$ cat src/rtl/router_output_channel.sv
// -----------------------------------------------------------------------------
// router_output_channel
//
// Output-side buffer of a mesh router port. Crossbar traffic is written into
// virtual channel VC[polarity], while VC[~polarity] is drained onto the link
// toward the neighbouring router whenever the downstream channel is ready.
// Because the two sides always target different VCs, each FIFO sees at most
// one operation (push or pop) per cycle.
//
// Ports:
//   clk        in   rising-edge clock
//   reset      in   asynchronous active-low reset
//   polarity   in   0: write VC0 / drain VC1, 1: write VC1 / drain VC0
//   in_valid   in   crossbar presents a flit
//   data_in    in   flit from crossbar
//   in_ready   out  VC[polarity] not full (combinational)
//   out_ready  in   downstream ready; permission to send next cycle
//   out_send   out  registered; out_data carries a valid flit
//   out_data   out  registered link data, zero when out_send=0
//   vc0_count  out  VC0 occupancy
//   vc1_count  out  VC1 occupancy
//   drop_err   out  sticky; a flit was offered while in_ready=0
// -----------------------------------------------------------------------------
module router_output_channel #(
    parameter  int DATA_W = 64,
    parameter  int DEPTH  = 2,
    localparam int CNT_W  = $clog2(DEPTH) + 1
) (
    input  logic              clk,
    input  logic              reset,
    input  logic              polarity,
    input  logic              in_valid,
    input  logic [DATA_W-1:0] data_in,
    output logic              in_ready,
    input  logic              out_ready,
    output logic              out_send,
    output logic [DATA_W-1:0] out_data,
    output logic [CNT_W-1:0]  vc0_count,
    output logic [CNT_W-1:0]  vc1_count,
    output logic              drop_err
);

    localparam int PTR_W = $clog2(DEPTH);

    logic [DATA_W-1:0] mem_q  [2][DEPTH];
    logic [PTR_W-1:0]  wptr_q [2];
    logic [PTR_W-1:0]  wptr_d [2];
    logic [PTR_W-1:0]  rptr_q [2];
    logic [PTR_W-1:0]  rptr_d [2];
    logic [CNT_W-1:0]  cnt_q  [2];
    logic [CNT_W-1:0]  cnt_d  [2];

    logic              send_q, send_d;
    logic [DATA_W-1:0] data_q, data_d;
    logic              drop_q, drop_d;

    logic wr_vc;
    logic rd_vc;
    logic push;
    logic pop;

    assign wr_vc    = polarity;
    assign rd_vc    = ~polarity;
    assign in_ready = (cnt_q[wr_vc] != CNT_W'(DEPTH));
    assign push     = in_valid & in_ready;
    assign pop      = out_ready & (cnt_q[rd_vc] != '0);

    // Pointers are PTR_W bits wide, so DEPTH being a power of two makes the
    // increment wrap modulo DEPTH for free.
    always_comb begin
        for (int v = 0; v < 2; v++) begin
            wptr_d[v] = wptr_q[v];
            rptr_d[v] = rptr_q[v];
            cnt_d[v]  = cnt_q[v];
            if (push && (wr_vc == 1'(v))) begin
                wptr_d[v] = wptr_q[v] + PTR_W'(1);
                cnt_d[v]  = cnt_q[v] + CNT_W'(1);
            end
            if (pop && (rd_vc == 1'(v))) begin
                rptr_d[v] = rptr_q[v] + PTR_W'(1);
                cnt_d[v]  = cnt_q[v] - CNT_W'(1);
            end
        end
    end

    always_comb begin
        send_d = pop;
        data_d = pop ? mem_q[rd_vc][rptr_q[rd_vc]] : '0;
        drop_d = drop_q | (in_valid & ~in_ready);
    end

    always_ff @(posedge clk or negedge reset) begin
        if (!reset) begin
            for (int v = 0; v < 2; v++) begin
                wptr_q[v] <= '0;
                rptr_q[v] <= '0;
                cnt_q[v]  <= '0;
            end
            send_q <= 1'b0;
            data_q <= '0;
            drop_q <= 1'b0;
        end else begin
            for (int v = 0; v < 2; v++) begin
                wptr_q[v] <= wptr_d[v];
                rptr_q[v] <= rptr_d[v];
                cnt_q[v]  <= cnt_d[v];
            end
            send_q <= send_d;
            data_q <= data_d;
            drop_q <= drop_d;
        end
    end

    // Flit storage is never reset; occupancy counts alone define validity.
    always_ff @(posedge clk) begin
        if (push) begin
            mem_q[wr_vc][wptr_q[wr_vc]] <= data_in;
        end
    end

    assign out_send  = send_q;
    assign out_data  = data_q;
    assign vc0_count = cnt_q[0];
    assign vc1_count = cnt_q[1];
    assign drop_err  = drop_q;

endmodule

$ cat config.mk
export PLATFORM = sky130hd
export DESIGN_NAME = router_output_channel
export DESIGN_NICKNAME = d
export VERILOG_FILES = /design/src/rtl/router_output_channel.sv
export SDC_FILE = /design/constraint.sdc
export NUM_CORES = 1
export LEC_CHECK = 0
export CAP_MARGIN = 20
export CORE_ASPECT_RATIO = 0.8
export CORE_UTILIZATION = 45
export CTS_CLUSTER_DIAMETER = 30
export CTS_CLUSTER_SIZE = 8
export DETAILED_ROUTE_END_ITERATION = 7
export PLACE_DENSITY = 0.66
export SLEW_MARGIN = 25
export SYNTH_ARGS = -nofsm -noshare
export SYNTH_HDL_FRONTEND = slang
export SYNTH_SLANG_ARGS = --single-unit
$ cat constraint.sdc
create_clock -name clk -period 8.5 [get_ports clk]
set_input_delay 0.85 -clock clk [delete_from_list [all_inputs] [get_ports clk]]
set_output_delay 0.85 -clock clk [all_outputs]
set_load 0.02 [all_outputs]
* Word-level counts from Yosys, hierarchy flattened
Memory sizes are Yosys's and may differ from the RTL's. Cells that the tools add are included.
Cells by class: mux-type cells 24, $add $sub $neg 8, $mul 0, reductions and logical operators 8, div/mod/pow operators 0, shift-type cells 0, eq/ne operators 1, magnitude comparators 5, bitwise logic cells 10
Operators by type and width (number):
- 64-bit 2-to-1 mux | 5
- 128-bit 2-to-1 mux | 1
- 64-bit demux with 1-bit select | 1
- 2-bit 2-to-1 mux | 10
- 2-bit greater-or-equal comparator, second input constant | 4
- 1-bit NOT with 2-bit output | 4
- 1-bit 2-to-1 mux | 7
- 2-bit nonzero test | 3
- 1-bit logical AND | 5
- 1-bit adder, second input constant | 4
- 2-bit by 1-bit adder with 2-bit output, second input constant | 2
- 2-bit by 1-bit subtractor with 2-bit output, second input constant | 2
- 1-bit bitwise AND | 3
- 2-bit by 1-bit < comparator with 1-bit output, second input constant | 1
- 2-bit inequality test, second input constant | 1
- 1-bit NOT | 2
- 1-bit OR | 1
Storage, ports and cells: memories 1, flip-flop bits (word level) 74, word-level logic and storage cells 66, memory bits (read-only) 0, latch bits 0, output and inout port bits 71, memory bits (writable) 256
Memories:
- mem_q | words 2, width 128, rd ports 1, clocked after memory_dff 0, wr ports 1, RTL line 45 | logic [DATA_W-1:0] mem_q [2][DEPTH];

* Longest topological paths before layout
depth in word-level cells 10, mapped depth 7, gate-level depth less buffers 3

* Worst setup path before layout
OpenSTA, ideal clock, no wires.
path type input to register, start in polarity, end mem mem_q[1][100] (netlist name), enable pin, library setup time 0.565 ns, cell stages on the path 6, arrival time 5.865 ns, path buffers 4, required time 7.935 ns, setup slack 2.070 ns, path through buf_6 -> buf_6 -> buf_6 -> buf_4 -> nand2_1 -> nor3_1
Between the ends: longest elaborated chain between the ends 10
Ends and longest elaborated chain:
- start, declared | RTL line 31 | input logic polarity,
- 1-bit NOT with 2-bit output (not written as such) | RTL line 64, 117
- 1-bit 2-to-1 mux (not written as such) (3 in series) | RTL line 117 | mem_q[wr_vc][wptr_q[wr_vc]] <= data_in;
- 1-bit NOT with 2-bit output (not written as such) | RTL line 117
- 2-bit greater-or-equal comparator (not written as such) or 2-bit by 1-bit < comparator with 1-bit output (tied branches) | RTL line 117
- 1-bit logical AND (not written as such) | RTL line 117
- 64-bit 2-to-1 mux (not written as such) | RTL line 117
- 64-bit demux with 1-bit select | RTL line 117
- 128-bit 2-to-1 mux (not written as such) | RTL line 117
- end, declared | RTL line 45
Parallel ways exist; a longest one is shown, timed or not. The select of a mux whose other input is x is not followed.

* Worst setup path after layout
start in polarity, end out in_ready
Between the ends: longest elaborated chain between the ends 5
Ends and longest elaborated chain:
- 1-bit NOT with 2-bit output (not written as such) | RTL line 64 | assign in_ready = (cnt_q[wr_vc] != CNT_W'(DEPTH));
- 2-bit 2-to-1 mux (not written as such) (3 in series) | RTL line 64
- 2-bit inequality test | RTL line 64
- end, declared | RTL line 34 | output logic in_ready,
No other way between the ends. The select of a mux whose other input is x is not followed.

==> flow_summary.ini <==
[status]
status = finished clean

[cts]
clock-root-buffer = clkbuf_16
clock_path_buffers = 3
holdBufCountCts = 0
clk_pin_slew_ns = 0.05
htreeDepth = 2
cts_buffers = 52
ctsResizeCount = 0
cts_tree = done
postCtsSetupRepairBufs = 0
clk_latency_ns = 0.54
cts.sink_count = 330

[synth]
netlist.area_leader.share_pct = 64.48
ys_seq_elements = 330
synthSimpleGateAreaFrac_pct = 4.429
syn_nets = 597
synth_area_um2 = 11920
ys_warn_count = 0
netlist_top_cells_area = edfxtp_1 (64%), dfrtp_1 (16%), mux4_2 (9.4%)
synth_area_leader_cell = edfxtp_1
synth-xor-area-share_pct = 0.2939
synth_area_per_cell_um2 = 22.58
synth_fa_ha_area_share_pct = 0
synthCells = 528
yosysSeqAreaShare_pct = 80.02
synthMuxAreaShare_pct = 12.80
yosysUniqueCellTypes = 30
synth_top_family_by_area = multiplexers
synth_compound_area_share_pct = 0.8081

[sta]
finalCritPeriodShare_pct = 38.81
fin_crit_ns = 3.299
tightest_slew_ns = 1.005
layout_setup_ws_ns = 5.201
finalSetupTns_ns = 0
drv_slew = 0
clock.fmax_ghz = 0.3032
slew_headroom_pct = 32.98
final-hold-violation-count = 0
setup_viol = 0
rsz0062_at_grt = no
fin_skew_ns = 0.02577

[cells_and_area]
syn_to_final_growth_pct = 29.28
nNetsFinal = 775
drive_gt1_share_pct = 18.42
final_util_pct = 60.12
diodes = 0

[placement]
place.gp.congestion = 0.7188
portBuffers = 139
place_ws_ns = 5.023
dpl.hpwl_um = 11980

[drt]
drtIter0Drc = 302
drc = 0
drt_wl_total_um = 22670
via_per_inst = 5.077
ant_nets = 0
drtPass1Iterations = 4
num_vias = 5585
wl_per_cell_um = 20.61

[global_route]
antenna_found_initial = 1
grt_max_degree = 75
grt-ovfl-total = 0
grt_util_all_layers_pct = 17.43
grt_pass1_wl_um = 35080
grt_pass1_vias = 6106

[critical_path]
crit_path_start_kind = input pin
slowest_delay_ns = 0.64
end_kind = primary output
arrival_ns = 2.45
rrSetupSlack_ns = 6.22
critPathRequiredTime_ns = 7.65
critPathMaxFanout = 46
crit_type = in2out
slowest_stage = clkdlybuf4s50_1
crit_chain = buf_4 -> nor3b_1 -> a21oi_1 -> clkdlybuf4s50_1

[floorplanning]
start_util_pct = 46.51
std_cell_rows = 52
die_h_um = 147.6
die_x_um = 184.0
core-area_um2 = 25630
io_pins = 140
dieArea_um2 = 27150

[power_and_ir_drop]
ir_worst_vdd_mv = 0.1871
power_leakage_nw = 5.490
power.density_nw_per_um2 = 308.9

[run]
max-cap-violations = 0

[min_path]
worstHoldPathType = in2async
-- flip-flops by register name, summed over array words and instances, names as in the netlist --
name       count
out_send       1
drop_err       1
out_data      64
vc1_count      2
rptr_q         2
vc0_count      2
wptr_q         2
mem_q        256
-- per-stage QoR --
stage	instances	total power [mW]	hold slack [ns]	instance area, um2
floorplan	528	2.501	0.4563	11920
global placement	1000	2.761	0.4599	13630
detailed placement	1001	2.787	0.4737	13660
CTS	1098	4.807	0.4177	15360
global route	1100	4.939	0.4399	15410
finish	1100	4.760	0.3832	15410
-- power by group --
| group | leakage (nW) | internal (mW) | switching, mW |
|---|---|---|---|
| Sequential | 3.31 | 1.97 | 0.0674 |
| Clock | 0.826 | 1.34 | 0.666 |
| Combinational | 1.35 | 0.351 | 0.368 |
| Total | 5.49 | 3.66 | 1.10 |
-- synth_stat cells (all sizes together) --
cell type and number:
nor2 6, nand2 3, clkbuf 6, xnor2 2
inv 3, o21bai 1, a21o 1, o21ai 1
mux2i 2, dfrtp 74, and2b 13, mux4 64
and2 1, nor2b 55, a211oi 2, edfxtp 256
and3 1, a211o 1, xor2 2, nor3b 1
a21oi 7, o211ai 1, nand2b 2, nor3 4
buf 18, a31o 1
-- final timing paths --
check,from,end,cells past startpoint
max in group asynchronous,reset,out_data[39],1
min in group clk,drop_err,drop_err,1
setup reg to reg,vc0_count[0],mem_q[0][71],4
hold reg to reg,drop_err,drop_err,1
setup / recovery,polarity,in_ready,4
hold / removal,reset,out_data[11],1
-- layout make-up --
class | instances | area, um2
tap | 351 | 439.2
fill | 1871 | 10220
timing repair buffer | 148 | 1510
sequential | 330 | 9539
inverter | 3 | 11.26
multi-input combinational | 171 | 2206
clock inverter | 6 | 116.4
clock buffer | 91 | 1590
-- placed cells by master, fill, tap and decap left out, types with 2 or more instances in the layout --
cell type	instances
nor2b_1	55
nor3_1	3
clkdlybuf4s50_1	137
buf_4	7
a211oi_1	2
nor2_1	5
buf_16	2
mux4_2	50
clkinv_2	2
clkbuf_16	54
nand2b_1	2
nand2_1	3
xnor2_1	2
mux4_1	14
xor2_1	2
and2b_1	13
clkbuf_1	27
dfrtp_1	74
edfxtp_1	256
bufinv_16	3
a21oi_1	7
clkbuf_8	10
inv_1	3
-- layer usage --
metal	GRT usage, %	part of all wire [%]
met5	0	0.049
met3	4.385	6.8
met2	28.58	49
met4	5.083	1.7
met1	23.20	42
-- cells by family after synthesis --
| family | count (synthesis) |
|---|---|
| buf+inv | 27 |
| flops | 330 |
| xor+xnor | 4 |
| compound gates | 15 |
| simple gates | 86 |
| mux | 66 |
-- critical path, delay by kind of cell --
| kind | cells | cell delay [ns] |
|---|---|---|
| simple gates | 1 | 0.12 |
| compound gates | 1 | 0.20 |
| buf+inv | 2 | 1.24 |
Note: power is estimated with default switching activity, not from simulation.
